--- src/rtl/hash_reg_bank_irq_if.sv ---
// Purpose : SPI-side register access bus between the SPI slave (master) and the register bank (slave).
// Latency : n/a (signal bundle only).
// Backpressure: none; strobes are single-cycle and always accepted.
// Signals : address/data_in/read_strobe/write_strobe from master, registered data_out from slave.
interface hash_reg_bank_irq_if;
    logic [7:0] address;
    logic [7:0] data_in;
    logic       read_strobe;
    logic       write_strobe;
    logic [7:0] data_out;

    modport master (
        output address,
        output data_in,
        output read_strobe,
        output write_strobe,
        input  data_out
    );

    modport slave (
        input  address,
        input  data_in,
        input  read_strobe,
        input  write_strobe,
        output data_out
    );
endinterface

--- src/rtl/hash_reg_bank_irq.sv ---
// Purpose : SPI register bank driving N hash macros, with sticky W1C IRQ status, perf counter snapshot
//           and MACRO_ADDR auto-increment on MACRO_DATA writes.
// Latency : read data one cycle after read_strobe; DATA_WR_STROBE one cycle after a MACRO_DATA write;
//           DATA_AVAILABLE edge reaches IRQ_STATUS SYNC_STAGES+1 cycles after it is applied.
// Backpressure: none; every strobe is accepted in the cycle it is presented.
// Ports   : SPI_CLK/RST_N (clock, async active-low reset); bus (slave modport of register bus);
//           CONTROL-derived pins (HASH_EN, LED_out, hash_clock_reset, ID_out), spi_addr, interrupt_out,
//           macro select vectors, HASH_ADDR/DATA_TO_HASH/DATA_WR_STROBE to the macros, and the
//           asynchronous DATA_AVAILABLE/DATA_FROM_HASH inputs from the macros.
module hash_reg_bank_irq #(
    parameter int         NUM_MACROS  = 4,
    parameter int         CNT_WIDTH   = 32,
    parameter int         SYNC_STAGES = 2,
    parameter logic [7:0] ID_VALUE    = 8'h12
) (
    input  logic                  SPI_CLK,
    input  logic                  RST_N,
    hash_reg_bank_irq_if.slave    bus,
    output logic                  hash_clock_reset,
    output logic                  LED_out,
    output logic                  ID_out,
    output logic [6:0]            spi_addr,
    output logic                  interrupt_out,
    output logic                  HASH_EN,
    output logic [NUM_MACROS-1:0] MACRO_WR_SELECT,
    output logic [NUM_MACROS-1:0] MACRO_RD_SELECT,
    output logic [5:0]            HASH_ADDR,
    output logic [7:0]            DATA_TO_HASH,
    output logic                  DATA_WR_STROBE,
    input  logic [NUM_MACROS-1:0] DATA_AVAILABLE,
    input  logic [7:0]            DATA_FROM_HASH
);

    localparam logic [CNT_WIDTH-1:0] PERF_ONE = {{(CNT_WIDTH-1){1'b0}}, 1'b1};

    // Register state
    logic [7:0]            r_macro_addr;
    logic [NUM_MACROS-1:0] r_rd_sel;
    logic [5:0]            r_ctrl;        // CONTROL[5:0]; [6] is a self-clearing action, [7] unused
    logic [7:0]            r_spi_addr;
    logic [NUM_MACROS-1:0] r_wr_sel;
    logic [NUM_MACROS-1:0] r_irq_status;
    logic [NUM_MACROS-1:0] r_irq_mask;
    logic [CNT_WIDTH-1:0]  r_perf;
    logic [CNT_WIDTH-1:0]  r_snap;
    logic [7:0]            r_data_to_hash;
    logic                  r_wr_strobe;
    logic [7:0]            r_data_out;

    // Synchronisers for the hash-side asynchronous inputs
    logic [NUM_MACROS-1:0] r_da_sync  [SYNC_STAGES];
    logic [7:0]            r_dfh_sync [SYNC_STAGES];
    logic [NUM_MACROS-1:0] r_da_prev;

    // Decode
    logic                  w_wr_addr;
    logic                  w_wr_data;
    logic                  w_wr_rdsel;
    logic                  w_wr_ctrl;
    logic                  w_wr_spi;
    logic                  w_wr_wrsel;
    logic                  w_wr_stat;
    logic                  w_wr_mask;
    logic                  w_rd_perf0;
    logic [NUM_MACROS-1:0] w_da_sync;
    logic [NUM_MACROS-1:0] w_da_rise;
    logic [NUM_MACROS-1:0] w_w1c;
    logic [31:0]           w_perf32;
    logic [31:0]           w_snap32;
    logic [7:0]            w_rd_dat;

    assign w_wr_addr  = bus.write_strobe && (bus.address == 8'h00);
    assign w_wr_data  = bus.write_strobe && (bus.address == 8'h01);
    assign w_wr_rdsel = bus.write_strobe && (bus.address == 8'h02);
    assign w_wr_ctrl  = bus.write_strobe && (bus.address == 8'h03);
    assign w_wr_spi   = bus.write_strobe && (bus.address == 8'h04);
    assign w_wr_wrsel = bus.write_strobe && (bus.address == 8'h05);
    assign w_wr_stat  = bus.write_strobe && (bus.address == 8'h08);
    assign w_wr_mask  = bus.write_strobe && (bus.address == 8'h09);
    assign w_rd_perf0 = bus.read_strobe  && (bus.address == 8'h0A);

    assign w_da_sync = r_da_sync[SYNC_STAGES-1];
    assign w_da_rise = w_da_sync & ~r_da_prev;
    assign w_w1c     = w_wr_stat ? bus.data_in[NUM_MACROS-1:0] : '0;

    // Zero-extend the counter and snapshot so byte lanes above CNT_WIDTH read 0
    assign w_perf32 = 32'(r_perf);
    assign w_snap32 = 32'(r_snap);

    // Read mux sees current (pre-write) register values, so a read and write to the
    // same address in one cycle returns the old contents.
    always_comb begin
        w_rd_dat = 8'h00;
        if (bus.address[7]) begin
            w_rd_dat = r_dfh_sync[SYNC_STAGES-1];
        end else begin
            case (bus.address[6:0])
                7'h00:   w_rd_dat = r_macro_addr;
                7'h02:   w_rd_dat = 8'(r_rd_sel);
                7'h03:   w_rd_dat = {2'b00, r_ctrl};
                7'h04:   w_rd_dat = r_spi_addr;
                7'h05:   w_rd_dat = 8'(r_wr_sel);
                7'h06:   w_rd_dat = ID_VALUE;
                7'h07:   w_rd_dat = {4'(NUM_MACROS), 4'd6};
                7'h08:   w_rd_dat = 8'(r_irq_status);
                7'h09:   w_rd_dat = 8'(r_irq_mask);
                7'h0A:   w_rd_dat = w_perf32[7:0];
                7'h0B:   w_rd_dat = w_snap32[15:8];
                7'h0C:   w_rd_dat = w_snap32[23:16];
                7'h0D:   w_rd_dat = w_snap32[31:24];
                default: w_rd_dat = 8'h00;
            endcase
        end
    end

    // Synchronisers and edge detect
    always_ff @(posedge SPI_CLK or negedge RST_N) begin
        if (!RST_N) begin
            for (int i = 0; i < SYNC_STAGES; i++) begin
                r_da_sync[i]  <= '0;
                r_dfh_sync[i] <= '0;
            end
            r_da_prev <= '0;
        end else begin
            r_da_sync[0]  <= DATA_AVAILABLE;
            r_dfh_sync[0] <= DATA_FROM_HASH;
            for (int i = 1; i < SYNC_STAGES; i++) begin
                r_da_sync[i]  <= r_da_sync[i-1];
                r_dfh_sync[i] <= r_dfh_sync[i-1];
            end
            r_da_prev <= w_da_sync;
        end
    end

    // Configuration registers and macro write path
    always_ff @(posedge SPI_CLK or negedge RST_N) begin
        if (!RST_N) begin
            r_macro_addr   <= '0;
            r_rd_sel       <= '0;
            r_ctrl         <= '0;
            r_spi_addr     <= '0;
            r_wr_sel       <= '0;
            r_irq_mask     <= '0;
            r_data_to_hash <= '0;
            r_wr_strobe    <= 1'b0;
        end else begin
            r_wr_strobe <= w_wr_data;
            if (w_wr_data) begin
                r_data_to_hash <= bus.data_in;
                // Auto-increment only walks the 6-bit macro address; [7:6] are preserved
                if (r_ctrl[1]) begin
                    r_macro_addr <= {r_macro_addr[7:6], r_macro_addr[5:0] + 6'd1};
                end
            end
            if (w_wr_addr)  r_macro_addr <= bus.data_in;
            if (w_wr_rdsel) r_rd_sel     <= bus.data_in[NUM_MACROS-1:0];
            if (w_wr_ctrl)  r_ctrl       <= bus.data_in[5:0];
            if (w_wr_spi)   r_spi_addr   <= bus.data_in;
            if (w_wr_wrsel) r_wr_sel     <= bus.data_in[NUM_MACROS-1:0];
            if (w_wr_mask)  r_irq_mask   <= bus.data_in[NUM_MACROS-1:0];
        end
    end

    // Sticky interrupt status: a rising edge in the same cycle as a W1C keeps the bit set.
    // The mask only gates interrupt_out, never capture.
    always_ff @(posedge SPI_CLK or negedge RST_N) begin
        if (!RST_N) begin
            r_irq_status <= '0;
        end else begin
            r_irq_status <= (r_irq_status & ~w_w1c) | w_da_rise;
        end
    end

    // Perf counter, snapshot and registered read data
    always_ff @(posedge SPI_CLK or negedge RST_N) begin
        if (!RST_N) begin
            r_perf     <= '0;
            r_snap     <= '0;
            r_data_out <= '0;
        end else begin
            if (w_wr_ctrl && bus.data_in[6]) begin
                r_perf <= '0;
            end else if (r_ctrl[2]) begin
                r_perf <= r_perf + PERF_ONE;
            end
            // Reading the low byte freezes the whole count so the upper bytes
            // read afterwards belong to the same value.
            if (w_rd_perf0) r_snap <= r_perf;
            if (bus.read_strobe) r_data_out <= w_rd_dat;
        end
    end

    assign bus.data_out      = r_data_out;
    assign HASH_EN           = r_ctrl[0];
    assign LED_out           = r_ctrl[3];
    assign hash_clock_reset  = r_ctrl[4];
    assign ID_out            = r_ctrl[5];
    assign spi_addr          = r_spi_addr[6:0];
    assign interrupt_out     = |(r_irq_status & r_irq_mask);
    assign MACRO_WR_SELECT   = r_wr_sel;
    assign MACRO_RD_SELECT   = r_rd_sel;
    assign HASH_ADDR         = r_macro_addr[5:0];
    assign DATA_TO_HASH      = r_data_to_hash;
    assign DATA_WR_STROBE    = r_wr_strobe;

endmodule
--- src/flat_wrapper.sv ---
// flat-port wrapper written by rule: the top's interface ports become plain ports
module hash_reg_bank_irq_flat 
#(
    parameter int         NUM_MACROS  = 4,
    parameter int         CNT_WIDTH   = 32,
    parameter int         SYNC_STAGES = 2,
    parameter logic [7:0] ID_VALUE    = 8'h12
)
  (SPI_CLK, RST_N, hash_clock_reset, LED_out, ID_out, spi_addr, interrupt_out, HASH_EN, MACRO_WR_SELECT, MACRO_RD_SELECT, HASH_ADDR, DATA_TO_HASH, DATA_WR_STROBE, DATA_AVAILABLE, DATA_FROM_HASH, bus_address, bus_data_in, bus_read_strobe, bus_write_strobe, bus_data_out);
  hash_reg_bank_irq_if bus_i ();
  input  logic SPI_CLK;
  input  logic RST_N;
  output logic hash_clock_reset;
  output logic LED_out;
  output logic ID_out;
  output logic [6:0] spi_addr;
  output logic interrupt_out;
  output logic HASH_EN;
  output logic [NUM_MACROS-1:0] MACRO_WR_SELECT;
  output logic [NUM_MACROS-1:0] MACRO_RD_SELECT;
  output logic [5:0] HASH_ADDR;
  output logic [7:0] DATA_TO_HASH;
  output logic DATA_WR_STROBE;
  input  logic [NUM_MACROS-1:0] DATA_AVAILABLE;
  input  logic [7:0] DATA_FROM_HASH;
  input wire logic [$bits(bus_i.address)-1:0] bus_address;
  input wire logic [$bits(bus_i.data_in)-1:0] bus_data_in;
  input wire logic [$bits(bus_i.read_strobe)-1:0] bus_read_strobe;
  input wire logic [$bits(bus_i.write_strobe)-1:0] bus_write_strobe;
  output wire logic [$bits(bus_i.data_out)-1:0] bus_data_out;
  assign bus_i.address = bus_address;
  assign bus_i.data_in = bus_data_in;
  assign bus_i.read_strobe = bus_read_strobe;
  assign bus_i.write_strobe = bus_write_strobe;
  assign bus_data_out = bus_i.data_out;
  hash_reg_bank_irq #(.NUM_MACROS(NUM_MACROS), .CNT_WIDTH(CNT_WIDTH), .SYNC_STAGES(SYNC_STAGES), .ID_VALUE(ID_VALUE)) u_core (.SPI_CLK(SPI_CLK), .RST_N(RST_N), .bus(bus_i), .hash_clock_reset(hash_clock_reset), .LED_out(LED_out), .ID_out(ID_out), .spi_addr(spi_addr), .interrupt_out(interrupt_out), .HASH_EN(HASH_EN), .MACRO_WR_SELECT(MACRO_WR_SELECT), .MACRO_RD_SELECT(MACRO_RD_SELECT), .HASH_ADDR(HASH_ADDR), .DATA_TO_HASH(DATA_TO_HASH), .DATA_WR_STROBE(DATA_WR_STROBE), .DATA_AVAILABLE(DATA_AVAILABLE), .DATA_FROM_HASH(DATA_FROM_HASH));
endmodule
--- config.mk ---
export PLATFORM = sky130hd
export DESIGN_NAME = hash_reg_bank_irq_flat
export DESIGN_NICKNAME = d
export VERILOG_FILES = /design/src/rtl/hash_reg_bank_irq_if.sv /design/src/rtl/hash_reg_bank_irq.sv /design/src/flat_wrapper.sv
export SDC_FILE = /design/constraint.sdc
export NUM_CORES = 1
export LEC_CHECK = 0
export ABC_CLOCK_PERIOD_IN_PS = 4000
export BUFFER_PORTS_ARGS = -buffer_cell sky130_fd_sc_hd__buf_2
export CAP_MARGIN = 25
export CELL_PAD_IN_SITES_DETAIL_PLACEMENT = 0
export CELL_PAD_IN_SITES_GLOBAL_PLACEMENT = 1
export CORE_ASPECT_RATIO = 1.5
export CORE_UTILIZATION = 50
export CTS_CLUSTER_SIZE = 8
export DETAILED_ROUTE_END_ITERATION = 10
export GPL_ROUTABILITY_DRIVEN = 0
export PLACE_DENSITY_LB_ADDON = 0.1
export SKIP_LAST_GASP = 1
export SLEW_MARGIN = 20
export SYNTH_ARGS = -nofsm -noshare
export SYNTH_HDL_FRONTEND = slang
export SYNTH_SLANG_ARGS = --single-unit
export TNS_END_PERCENT = 10
--- constraint.sdc ---
create_clock -name SPI_CLK -period 4 [get_ports SPI_CLK]
set_input_delay 0.8 -clock SPI_CLK [delete_from_list [all_inputs] [get_ports SPI_CLK]]
set_output_delay 0.8 -clock SPI_CLK [all_outputs]
set_load 0.01 [all_outputs]
==> flow_summary.yaml <==
worst_setup_path:
  worstReg2RegStart: "u_core.r_ctrl[2]$_DFFE_PN0N_"
  cp_data_required_time_ps: 4300
  timing.rr.end: "u_core.r_perf[30]$_DFFE_PN0P_"
  crit_arrival_ps: 3000
  critPathMaxFanout: 31
  crit_path_end_kind: "flop"
  crit_path_cell_trace: "buf_2 -> clkinv_1 -> nor3_2 -> nand2_1 -> mux2_2"
  startpoint_type: "input port"
  max_stage_delay_ps: 540
  cpMaxStageDelayCell: "buf_2"
  r2r_slack_ps: 1930
  worstRegToRegCells: 5
  path_class: "input port to flop"
yosys:
  synth.yosys.seq_area_share: 0.546
  yosys_warnings: 0
  ys_ff_latch: 139
  ys_types: 51
  postSynth.asyncResetShare: 1.00
  syn_inst: 586
  synth_nets: 620
  syn_area_um2: 6380
  synth-edff-count: 0
  syn_area_per_cell_um2: 10.9
  synth_flop_cell: "dfrtp_1"
die:
  fp-row-count: 50
  core-area_um2: 12400
  start_util: 0.512
  die_w_um: 94.2
  die_y_um: 140
  ios: 75
  die_area_um2: 13200
route:
  drc: 0
  firstDrtPassIters: 5
  post_drt_wl_per_cell_um: 19.4
  vias: 4663
  vias_per_cell: 5.74
  routed_wl_mm: 15.8
  drt_iter0_drc: 269
  antenna_left: 0
pwr:
  comb_power_share: 0.126
  seqPwrFrac: 0.442
  p_clk_frac: 0.432
  swShare: 0.277
  p_leak_nw: 3.38
  power_switching_w: 0.00105
  vdd_ir_drop_max_v: 0.000293
  powerDensity_nw_per_um2: 515
  p_int_w: 0.00275
placement:
  dp_hpwl_mm: 11.4
  port_buffers: 74
  dpl_cell_area_um2: 6760
job:
  drv_cap: 0
global_route:
  grt_max_degree: 83
  grt_pass1_wl_mm: 25.2
  grt.total_usage: 0.258
  antenna_found_initial: 0
  grt_pass1_vias: 4636
  gr-total-overflow: 0
clock_tree:
  cts_sinks: 139
  clk_pin_slew_worst_paths_ps: 60
  h-tree-depth: 4
  clk_latency_ps: 420
  cts_buffer_depth: 2
  cts-resized-gates: 0
  cts_tree: "built"
  hold_buffers: 0
  numCtsBuffers: 17
  postCtsSetupRepairBufs: 0
  cts-root-buf: "clkbuf_16"
sta:
  skew_ps: 11.6
  rsz0062_at_grt: "false"
  hold_violations: 0
  setup_viol: 0
  setup_tns_ps: 0
  min_period_ps: 2700
  fmax_mhz: 370
  finalMaxSlewViolations: 0
  timing.final.crit_share: 0.675
  slew_headroom: 0.304
  worstMarginPinSlew_ps: 1030
final_layout:
  antennaDiodeCount: 0
  layout-drive-gt1-share: 0.268
  mostFrequentLayoutCells: "dfrtp_1 (139), buf_2 (73), nand2_1 (72)"
  syn2layout_area_growth_pct: 15.8
  multi_input_area_um2: 2600
  final_nets: 677
  register_area_um2: 3480
  nFillCells: 1068
  finalInstanceArea_um2: 7380
  final_common_cell: "dfrtp_1"
run_status:
  status: "finished clean"
hold_path:
  hp-class: "input port to async pin"
## kinds of logic after synthesis
family,after synthesis,share of synthesized area
AND/OR/NAND/NOR,206,0.162
flip-flops,139,0.546
AO/OA/AOI/OAI,89,0.0895
multiplexers,63,0.113
buffers and inverters,58,0.0461
XOR/XNOR,29,0.0398
adder cells (fa/ha/maj),2,0.00392
## power groups by stage
| stage | clock [W] | sequential, W | combinational [W] |
|---|---|---|---|
| global route | 0.00173 | 0.00170 | 0.000541 |
| global placement | 0 | 0.00170 | 0.000464 |
| floorplan | 0 | 0.00166 | 0.000336 |
| CTS | 0.00167 | 0.00168 | 0.000484 |
| detailed placement | 0 | 0.00170 | 0.000479 |
| finish | 0.00164 | 0.00168 | 0.000480 |
## cell usage after synthesis (all sizes together) (2+ instances only)
cell type / instances / share of area
dfrtp: 139 / 0.55
nand2: 72 / 0.042
mux2: 54 / 0.095
nor2: 39 / 0.023
o21ai: 38 / 0.030
buf: 27 / 0.028
nor3: 25 / 0.024
xnor2: 24 / 0.033
inv: 17 / 0.010
nand3: 17 / 0.013
a21oi: 13 / 0.010
clkbuf: 13 / 0.0077
nor2b: 9 / 0.0088
nor4: 9 / 0.011
and3: 7 / 0.0069
mux2i: 7 / 0.011
a22oi: 6 / 0.0071
nand4: 6 / 0.0059
a31oi: 5 / 0.0049
and4: 5 / 0.0069
or3: 5 / 0.0049
xor2: 5 / 0.0069
a2bb2oi: 4 / 0.0055
a32oi: 4 / 0.0055
nand2b: 4 / 0.0039
a221o: 3 / 0.0047
a211oi: 2 / 0.0024
a221oi: 2 / 0.0027
and2: 2 / 0.0020
ha: 2 / 0.0039
mux4: 2 / 0.0071
nor4b: 2 / 0.0027
o22ai: 2 / 0.0020
o311ai: 2 / 0.0027
o31ai: 2 / 0.0024
## registers in the layout, indices dropped and copies added (netlist names), 6 cells and up
name,cells
u_core.bus.data_out,8
u_core.r_snap,24
u_core.r_spi_addr,8
u_core.r_perf,32
u_core.r_dfh_sync,16
u_core.DATA_TO_HASH,8
u_core.r_macro_addr,8
u_core.r_ctrl,6
## layer usage
metal  routed length [µm]  global-route usage
met4                  551               0.113
met3                  748              0.0608
met2                 8110               0.431
met1                 6370               0.314
met5                    0                   0
## worst max path at each step
stage | from | to | cells after the start | slack, ps
6_report | bus_address[0] | u_core.r_ctrl[5]$_DFFE_PN0N_ | 5 | 1300
5_1_grt | bus_address[0] | u_core.r_ctrl[4]$_DFFE_PN0N_ | 5 | 1200
4_1_cts | bus_address[0] | u_core.r_ctrl[5]$_DFFE_PN0N_ | 5 | 1390
3_5_place_dp | bus_address[0] | u_core.r_ctrl[5]$_DFFE_PN0N_ | 5 | 950
3_3_place_gp | bus_address[5] | u_core.r_snap[29]$_DFFE_PN0P_ | 7 | 1030
2_1_floorplan | bus_address[5] | u_core.r_snap[12]$_DFFE_PN0P_ | 7 | 1580
## worst max-delay path: cells and delay by family
family / cells / cell delay, ps
mux: 1 / 410
simple gates: 2 / 750
buf+inv: 2 / 1030
## through the flow
stage | setup slack [ps] | hold slack, ps | util | instances | power, W
after floorplan | 1580 | 331 | - | 586 | 0.00200
after global placement | 1030 | 333 | 0.543 | 780 | 0.00216
after detailed placement | 954 | 335 | 0.543 | 780 | 0.00218
after CTS | 1390 | 341 | 0.593 | 812 | 0.00384
after global routing | 1200 | 352 | 0.593 | 812 | 0.00397
final | 1300 | 320 | 0.593 | 812 | 0.00380
## layout make-up
class | instances | share of cell area
clock inverter | 14 | 0.0246
inverter | 18 | 0.00915
sequential | 139 | 0.471
tap | 156 | 0.0264
clock buffer | 18 | 0.0595
multi-input combinational | 389 | 0.353
timing repair buffer | 78 | 0.0568
No activity file was read; power rests on OpenSTA's default activity.
